--- src/rtl/filter_pkg.sv ---
// Shared definitions for the 3x3 max/min filter datapath (line buffer and compare window).
// Holds the default pixel geometry, the lane ordering of a packed column and clogb2.
// No logic; imported by every filter block.
package filter_pkg;

   localparam int PIXEL_WIDTH_DEF = 14;
   localparam int LINE_NUM_DEF    = 3;

   // Lane positions inside a packed column: lane k occupies [k*PW +: PW].
   localparam int LANE_CUR   = 0;
   localparam int LANE_PREV1 = 1;
   localparam int LANE_PREV2 = 2;

   // Number of bits needed to hold 'value' (minimum 1).
   function automatic int clogb2(input int value);
      int v;
      int n;
      v = value;
      n = 0;
      while (v > 0) begin
         n = n + 1;
         v = v >> 1;
      end
      if (n == 0) begin
         n = 1;
      end
      return n;
   endfunction

endpackage

--- src/rtl/line_buffer_3row_if.sv ---
// Pixel-in / column-out stream bundle between a raster source, the line buffer and the 3x3 window.
// Wires only, no latency.
// No backpressure: the valid strobes qualify data, and the source stalls by dropping din_valid.
interface line_buffer_3row_if #(
   parameter int PIXEL_WIDTH = 14,
   parameter int LINE_NUM    = 3
);
   logic                            sof;
   logic [PIXEL_WIDTH-1:0]          data_in;
   logic                            din_valid;
   logic [PIXEL_WIDTH*LINE_NUM-1:0] data_out;
   logic                            dout_valid;

   modport master (
      output sof, data_in, din_valid,
      input  data_out, dout_valid
   );

   modport slave (
      input  sof, data_in, din_valid,
      output data_out, dout_valid
   );
endinterface

--- src/rtl/line_delay.sv ---
// One image row of pixel storage, addressed by column (LUT RAM).
// Asynchronous read, write on the clock edge when en is high, so a read sees the old word.
// No backpressure; en gates the write.
module line_delay #(
   parameter int DEPTH = 128,
   parameter int WIDTH = 14,
   parameter int AW    = 7
) (
   input  logic             clk,
   input  logic             en,
   input  logic [AW-1:0]    addr,
   input  logic [WIDTH-1:0] din,
   output logic [WIDTH-1:0] dout
);

   logic [WIDTH-1:0] mem [DEPTH];

   assign dout = mem[addr];

   // Store the incoming pixel at its column; contents are never reset.
   always_ff @(posedge clk) begin
      if (en) begin
         mem[addr] <= din;
      end
   end

endmodule

--- src/rtl/line_buffer_3row.sv ---
// Raster pixel stream in, vertically aligned 3-pixel column (rows r, r-1, r-2) out.
// Latency 1 cycle from accepted pixel to column; optional BORDER_REPLICATE_EN also emits rows 0/1.
// No backpressure; nothing advances while din_valid is low and data_out then holds.
module line_buffer_3row
   import filter_pkg::*;
#(
   parameter int LINE_NUM     = LINE_NUM_DEF,
   parameter int PIXEL_WIDTH  = PIXEL_WIDTH_DEF,
   parameter int IMAGE_WIDTH  = 128,
   parameter int IMAGE_HEIGHT = 128
) (
   input logic               clk,
   input logic               arstn,
   line_buffer_3row_if.slave px
);

   localparam int PW = PIXEL_WIDTH;
   localparam int CW = clogb2(IMAGE_WIDTH - 1);
   localparam int RW = clogb2(IMAGE_HEIGHT - 1);

   logic [CW-1:0]          col_cnt;
   logic [RW-1:0]          row_cnt;
   logic [CW-1:0]          cur_col;
   logic [RW-1:0]          cur_row;
   logic [PW-1:0]          prev1;
   logic [PW-1:0]          prev2;
   logic [PW*LINE_NUM-1:0] col_dat;
   logic                   col_vld;

   // An accepted sof forces this pixel to the frame origin whatever the counters say.
   always_comb begin
      cur_col = col_cnt;
      cur_row = row_cnt;
      if (px.sof) begin
         cur_col = '0;
         cur_row = '0;
      end
   end

   // Raster position of the next pixel, advanced only on accepted pixels.
   always_ff @(posedge clk or negedge arstn) begin
      if (!arstn) begin
         col_cnt <= '0;
         row_cnt <= '0;
      end else if (px.din_valid) begin
         if (cur_col == CW'(IMAGE_WIDTH - 1)) begin
            col_cnt <= '0;
            if (cur_row == RW'(IMAGE_HEIGHT - 1)) begin
               row_cnt <= '0;
            end else begin
               row_cnt <= cur_row + RW'(1);
            end
         end else begin
            col_cnt <= cur_col + CW'(1);
            row_cnt <= cur_row;
         end
      end
   end

   // stage0 holds row r-1 and takes the new pixel; stage1 holds row r-2 and takes stage0's old word.
   line_delay #(.DEPTH(IMAGE_WIDTH), .WIDTH(PW), .AW(CW)) u_stage0 (
      .clk  (clk),
      .en   (px.din_valid),
      .addr (cur_col),
      .din  (px.data_in),
      .dout (prev1)
   );

   line_delay #(.DEPTH(IMAGE_WIDTH), .WIDTH(PW), .AW(CW)) u_stage1 (
      .clk  (clk),
      .en   (px.din_valid),
      .addr (cur_col),
      .din  (prev1),
      .dout (prev2)
   );

   // Assemble the column; the two stored rows only belong to this frame from row 2 onward.
   always_comb begin
      col_dat = '0;
      col_dat[LANE_CUR*PW   +: PW] = px.data_in;
      col_dat[LANE_PREV1*PW +: PW] = prev1;
      col_dat[LANE_PREV2*PW +: PW] = prev2;
      col_vld = (cur_row >= RW'(2));
`ifdef BORDER_REPLICATE_EN
      // Top border: missing rows are copied from the nearest real row of this frame.
      if (cur_row == RW'(0)) begin
         col_dat[LANE_PREV1*PW +: PW] = px.data_in;
         col_dat[LANE_PREV2*PW +: PW] = px.data_in;
      end else if (cur_row == RW'(1)) begin
         col_dat[LANE_PREV2*PW +: PW] = prev1;
      end
      col_vld = 1'b1;
`endif
   end

   // Output register: capture on accepted pixels, hold data and drop valid otherwise.
   always_ff @(posedge clk or negedge arstn) begin
      if (!arstn) begin
         px.data_out   <= '0;
         px.dout_valid <= 1'b0;
      end else if (px.din_valid) begin
         px.data_out   <= col_dat;
         px.dout_valid <= col_vld;
      end else begin
         px.dout_valid <= 1'b0;
      end
   end

endmodule

--- src/flat_wrapper.sv ---
// flat-port wrapper written by rule: the top's interface ports become plain ports
module line_buffer_3row_flat import filter_pkg::*;
#(
   parameter int LINE_NUM     = LINE_NUM_DEF,
   parameter int PIXEL_WIDTH  = PIXEL_WIDTH_DEF,
   parameter int IMAGE_WIDTH  = 128,
   parameter int IMAGE_HEIGHT = 128
)
  (clk, arstn, px_sof, px_data_in, px_din_valid, px_data_out, px_dout_valid);
  line_buffer_3row_if #(.PIXEL_WIDTH(PIXEL_WIDTH), .LINE_NUM(LINE_NUM)) px_i ();
  input logic clk;
  input logic arstn;
  input wire logic [$bits(px_i.sof)-1:0] px_sof;
  input wire logic [$bits(px_i.data_in)-1:0] px_data_in;
  input wire logic [$bits(px_i.din_valid)-1:0] px_din_valid;
  output wire logic [$bits(px_i.data_out)-1:0] px_data_out;
  output wire logic [$bits(px_i.dout_valid)-1:0] px_dout_valid;
  assign px_i.sof = px_sof;
  assign px_i.data_in = px_data_in;
  assign px_i.din_valid = px_din_valid;
  assign px_data_out = px_i.data_out;
  assign px_dout_valid = px_i.dout_valid;
  line_buffer_3row #(.LINE_NUM(LINE_NUM), .PIXEL_WIDTH(PIXEL_WIDTH), .IMAGE_WIDTH(IMAGE_WIDTH), .IMAGE_HEIGHT(IMAGE_HEIGHT)) u_core (.clk(clk), .arstn(arstn), .px(px_i));
endmodule
--- config.mk ---
export PLATFORM = sky130hd
export DESIGN_NAME = line_buffer_3row_flat
export DESIGN_NICKNAME = d
export VERILOG_FILES = /design/src/rtl/filter_pkg.sv /design/src/rtl/line_buffer_3row_if.sv /design/src/rtl/line_delay.sv /design/src/rtl/line_buffer_3row.sv /design/src/flat_wrapper.sv
export SDC_FILE = /design/constraint.sdc
export NUM_CORES = 2
export LEC_CHECK = 0
export BUFFER_PORTS_ARGS = -buffer_cell sky130_fd_sc_hd__buf_2
export CORE_MARGIN = 4
export CORE_UTILIZATION = 60
export DETAILED_ROUTE_END_ITERATION = 6
export HOLD_SLACK_MARGIN = 0.12
export PLACE_DENSITY_LB_ADDON = 0.08
export SYNTH_ARGS = -nofsm -noshare
export SYNTH_HDL_FRONTEND = slang
export SYNTH_HIERARCHICAL = 1
export SYNTH_SLANG_ARGS = --single-unit
--- constraint.sdc ---
create_clock -name clk -period 17.25 [get_ports clk]
set_clock_uncertainty 0.15 [all_clocks]
set_input_delay 2.5875 -clock clk [delete_from_list [all_inputs] [get_ports clk]]
set_output_delay 2.5875 -clock clk [all_outputs]
set_load 0.1 [all_outputs]
* Word level (Yosys, flattened, before mapping)
Memory sizes are Yosys's and may differ from the RTL's. A register that Yosys moved wholly into a read port is not among the register bits.
Index checks and enable logic that the tools add are counted.
** Operators by class
- Add/subtract/negate cells :: 2
- Multipliers :: 0
- Div/mod/pow operators :: 0
- Magnitude comparators :: 1
- Equality and inequality tests :: 2
- Shift operators :: 0
- Multiplexer cells :: 8
- Bitwise gates (word level) :: 0
- Reductions and logical operators :: 1
** Operators by type and width (number)
- $mux 7 :: 5
- $add 7x1->7 const B :: 2
- $eq 7x7->1 const B :: 2
- $ge 7x2->1 const B :: 1
- $mux 1 :: 3
- $logic_not 1->1 :: 1
** Word-level totals
- Bits in registers :: 57
- Bits in latches :: 0
- Memory bits (writable) :: 3584
- Memory bits (read-only) :: 0
- Output and inout port bits :: 43
- Logic and storage cells :: 20
- Memories kept :: 2
** Memories
- u_core.u_stage0.mem :: words 128, width 14, rd ports 1, clocked after memory_dff 0, write ports 1, RTL line line_delay.sv:16 : logic [WIDTH-1:0] mem [DEPTH];
- u_core.u_stage1.mem :: words 128, width 14, rd ports 1, clocked after memory_dff 1, write ports 1, RTL line line_delay.sv:16

* Longest topological paths before layout
- Word-level depth :: 4
- Mapped depth :: 15
- Mapped depth without buffers :: 10

* Hierarchy
The synthesis kept the hierarchy.
** Modules (own cells, without submodules)
- line_delay :: times used 2, cells an instance 3988, area an instance 69045.0 um2, sequential area each 53811.6 um2
- line_buffer_3row :: times used 1, cells an instance 190, area an instance 2437.3 um2, sequential area each 1426.4 um2

* Worst setup path before layout
OpenSTA, ideal clock, no wires.
- Kind :: in2reg
- From :: in px_sof
- To :: mem u_core.u_stage1.mem[0][3], data pin
- Setup time :: 927 ps
- Arrival :: 8222 ps
- Required time :: 16173 ps
- Slack :: 7951 ps
- Cell stages on the path :: 13
- Cells stage by stage :: buf_1 -> nor2b_1 -> buf_6 -> buf_6 -> buf_2 -> buf_2 -> buf_2 -> a21oi_1 -> o21ai_0 -> a22oi_1 -> a21oi_1 -> nor2_1 -> o221ai_1
** On the way
- Word-level cells in the longest chain between the ends :: 2
** Ends and longest elaborated chain
- start: declaration :: RTL line flat_wrapper.sv:13 : input wire logic [$bits(px_i.sof)-1:0] px_sof;
- $mux 7 :: RTL line line_buffer_3row.sv:34 : if (px.sof) begin
- named net u_core.cur_col[2] :: RTL line line_buffer_3row.sv:23 : logic [CW-1:0] cur_col;
- $mem_v2 128x14
- named net u_core.prev1[3] :: RTL line line_buffer_3row.sv:25 : logic [PW-1:0] prev1;
- end: declaration :: RTL line line_delay.sv:16
The timed path passes the listed nets, and every way through them passes these cells.

* Worst setup path after layout
- From :: in px_sof
- To :: reg u_core.px.data_out[19]
** On the way
- Word-level cells in the longest chain between the ends :: 2
** Ends and longest elaborated chain
- $mux 7 :: RTL line line_buffer_3row.sv:34
- named net u_core.cur_col[0] :: RTL line line_buffer_3row.sv:23
- $mem_v2 128x14
- named net u_core.prev1[5] :: RTL line line_buffer_3row.sv:25
- end signal: assignment :: RTL line line_buffer_3row.sv:102 : px.data_out <= col_dat;
- end: declaration :: RTL line line_buffer_3row_if.sv:21 : output data_out, dout_valid
The timed path passes the listed nets, and every way through them passes these cells.
A chain may end at the register's enable or synchronous reset.

==> results.py <==
metrics = {
    "run_status": {
        "status": "complete, but fails checks",
        "violations": "design-rule violations",
    },
    "pwr": {
        "power.ir.vdd_worst_uv": 104,
        "p_leak_nw": 48.7,
        "power.total_mw": 20.3,
        "p_per_area_nw_per_um2": 129,
    },
    "timing": {
        "fin_crit_ps": 8930,
        "fmax_ghz": 0.112,
        "tightest_slew_ps": 1360,
        "final.setup.tns_ps": 0,
        "hold_viol_final": 0,
        "final.setup.worst_slack_ps": 8320,
        "maxSlewViolCount": 0,
        "rsz0062_at_grt": "no",
        "period_share_pct": 51.8,
        "slew_headroom_pct": 9.20,
        "finalSetupViolCount": 0,
    },
    "placement": {
        "placed_cells": 11100,
        "place.gp.congestion": 0.936,
        "portBuffers": 60,
        "post-dp-hpwl_um": 260000,
        "place_ws_ps": 7580,
    },
    "synthesis": {
        "synthCells": 8166,
        "ys_warn_count": 6,
        "synth_edf_count": 3584,
        "ys_dominant_reg_cell": "edfxtp_1",
        "yosys-mux-area-fraction_pct": 4.88,
        "synth_top_cell_area_share_pct": 76.6,
        "synth_xor_area_share_pct": 0,
        "synthesis.area_um2": 141000,
        "syn_nets": 8185,
        "synthSimpleGateAreaFrac_pct": 3.33,
        "ys_seq_elements": 3641,
        "synthTopCellsByCount": "edfxtp_1, a221oi_1, nor2_1, a21oi_1, a22oi_1",
        "synth_top_family_by_area": "compound AO/OA/AOI/OAI gates",
        "synth_area_leader_cell": "edfxtp_1",
        "synth_area_per_cell_um2": 17.2,
        "ys_seq_area_share_pct": 77.6,
        "yosysMostFrequentCell": "edfxtp_1",
        "synth-compound-area-share_pct": 11.9,
        "synth.area.top_cells": "edfxtp_1, a221oi_1, mux4_2",
        "async_flop_share_pct": 1.57,
        "yosysUniqueCellTypes": 83,
        "synth_fa_ha_area_share_pct": 0.00890,
    },
    "worst_hold_path": {
        "hold_class": "reg -> reg",
    },
    "clock_network": {
        "cts_hold_buf": 0,
        "cts-root-buf": "clkbuf_16",
        "cts.htree.levels": 5,
        "insertion_delay_ps": 950,
        "cts_buffer_depth": 4,
        "cts_buffers": 371,
        "cts.sink_count": 3641,
        "postCtsResizedCells": 0,
        "cts_setup_buffers": 0,
        "path_clk_slew_ps": 60,
        "cts_tree": "done",
    },
    "floorplan": {
        "die_h_um": 492,
        "dieArea_um2": 242000,
        "rows": 177,
        "initial_core_util_pct": 60.4,
        "core_area_um2": 233000,
        "ios": 61,
        "die_x_um": 492,
    },
    "global_route": {
        "grtUsageTotal_pct": 36.4,
        "grt_max_degree": 130,
        "grt_pass1_vias": 81700,
        "grt_pass1_wl_um": 628000,
        "overflow": 0,
        "antenna_found_initial": 11,
    },
    "layout": {
        "nets": 8385,
        "regArea_um2": 109000,
        "fin_util_pct": 67.4,
        "post_layout_nonfiller_instances": 11800,
        "areaGrowthSynthToFinish_pct": 11.6,
        "multiInputGateArea_um2": 28900,
        "drive_above_1_share_pct": 17.3,
        "nFillCells": 15500,
    },
    "routing": {
        "avgRoutedWirePerCell_um": 38.1,
        "vias": 86200,
        "vias_per_cell": 7.32,
        "drc_errors": 1,
        "drtIter0Drc": 12700,
        "first_pass_iters": 7,
        "drt_wl_total_um": 449000,
        "drtAntennaViolNets": 0,
    },
    "setup_path": {
        "crit_top_cell": "buf_4",
        "startpoint_type": "input port",
        "crit_slowest_cell": "buf_4",
        "max_stage_delay_ps": 790,
        "path_max_fanout": 69,
        "worstPathArrival_ps": 9670,
        "cp.required_ps": 17990,
        "path_class": "in -> reg",
        "worstPathCellList": "buf_2, nor2_4, buf_4, buf_4, buf_4, inv_4, buf_4, nor2_2, buf_4, a221oi_1, a21oi_1, a2111oi_0, or3_1, o211ai_1, buf_4, buf_4, mux2_2",
        "endpoint_kind": "register",
    },
    "run": {
        "cap_violations": 0,
    },
}
## sequential cells by signal (all words and copies together), names as in the netlist
name and cells:
u_core/px.dout_valid 1, u_core/px.data_out 42, u_core/col_cnt 7, u_core/u_stage1/mem 1792, u_core/u_stage0/mem 1792, u_core/row_cnt 7
## worst paths after layout
check                                                   startpoint                                  to  slack [ps]  cells past startpoint
worst max-delay path                                        px_sof  u_core/px.data_out[19]$_DFFE_PN0P_        8320                     17
worst min-delay path            u_core/px.data_out[10]$_DFFE_PN0P_  u_core/px.data_out[10]$_DFFE_PN0P_         350                      1
worst max register to register       u_core/col_cnt[2]$_DFFE_PN0P_  u_core/px.data_out[19]$_DFFE_PN0P_        9860                     16
worst min register to register  u_core/px.data_out[10]$_DFFE_PN0P_  u_core/px.data_out[10]$_DFFE_PN0P_         350                      1
max in group asynchronous                                    arstn   u_core/px.data_out[8]$_DFFE_PN0P_       14550                      2
min in group asynchronous                                    arstn  u_core/px.data_out[36]$_DFFE_PN0P_        1320                      1
## cells by family after synthesis
group,Yosys count
fa+ha+maj,1
buf+inv,640
compound gates,2284
flops,3641
mux,510
simple gates,1090
## power breakdown
| group | switching [mW] | internal (mW) | leakage [nW] |
|---|---|---|---|
| combinational | 1.87 | 0.493 | 10.1 |
| sequential | 0.0333 | 10.2 | 32.9 |
| clock | 3.25 | 4.46 | 5.64 |
## worst max-delay path, delay by kind of cell
kind / cells / cell delay (ps)
compound gates: 4 / 950
buf+inv: 9 / 4570
mux: 1 / 290
simple gates: 3 / 920
## metrics by stage
step | hold WS, ps | area, um^2
2_1_floorplan | 368 | 141000
3_3_place_gp | 335 | 145000
3_5_place_dp | 341 | 145000
4_1_cts | 354 | 157000
5_1_grt | 368 | 157000
6_report | 352 | 157000
## layout make-up
type / instances / area share (%)
flip-flops and latches: 3641 / 69.5
well taps: 3132 / 2.50
inverters: 16 / 0.0479
diodes: 9 / 0.0144
clock buffers: 469 / 6.32
multi-input cells: 3885 / 18.4
clock inverters: 178 / 1.01
repair buffers: 451 / 2.17
## layer usage
| layer | vias up | track usage [%] | routed length (um) | part of all wire, % |
|---|---|---|---|---|
| met4 | 4 | 22.6 | 35300 | 7.9 |
| met5 | - | 0 | 64 | 0.014 |
| met1 | 44100 | 48.5 | 156000 | 35 |
| met2 | 6552 | 56.0 | 206000 | 46 |
| met3 | 1398 | 7.23 | 51800 | 12 |
| li1 | 34200 | - | - | - |
## layout by cell type, fill, tap and decap left out, types with 28 or more instances in the layout
cell type and instances:
mux2i_1 168, clkinv_1 70, o21ai_0 208, dfrtp_1 57, bufinv_16 28, mux4_2 118
mux2_2 224, nor2_2 91, o221ai_1 34, o22ai_1 186, nor3_1 36, buf_4 395
a21oi_1 478, clkinv_2 64, clkbuf_1 82, o211ai_1 50, a222oi_1 32, buf_2 45
a211oi_1 32, clkbuf_16 380, a221o_1 49, a221oi_1 716, a22oi_1 302, edfxtp_1 3584
nor2_1 514, nand2_1 244
No activity file was read; power rests on OpenSTA's default activity.
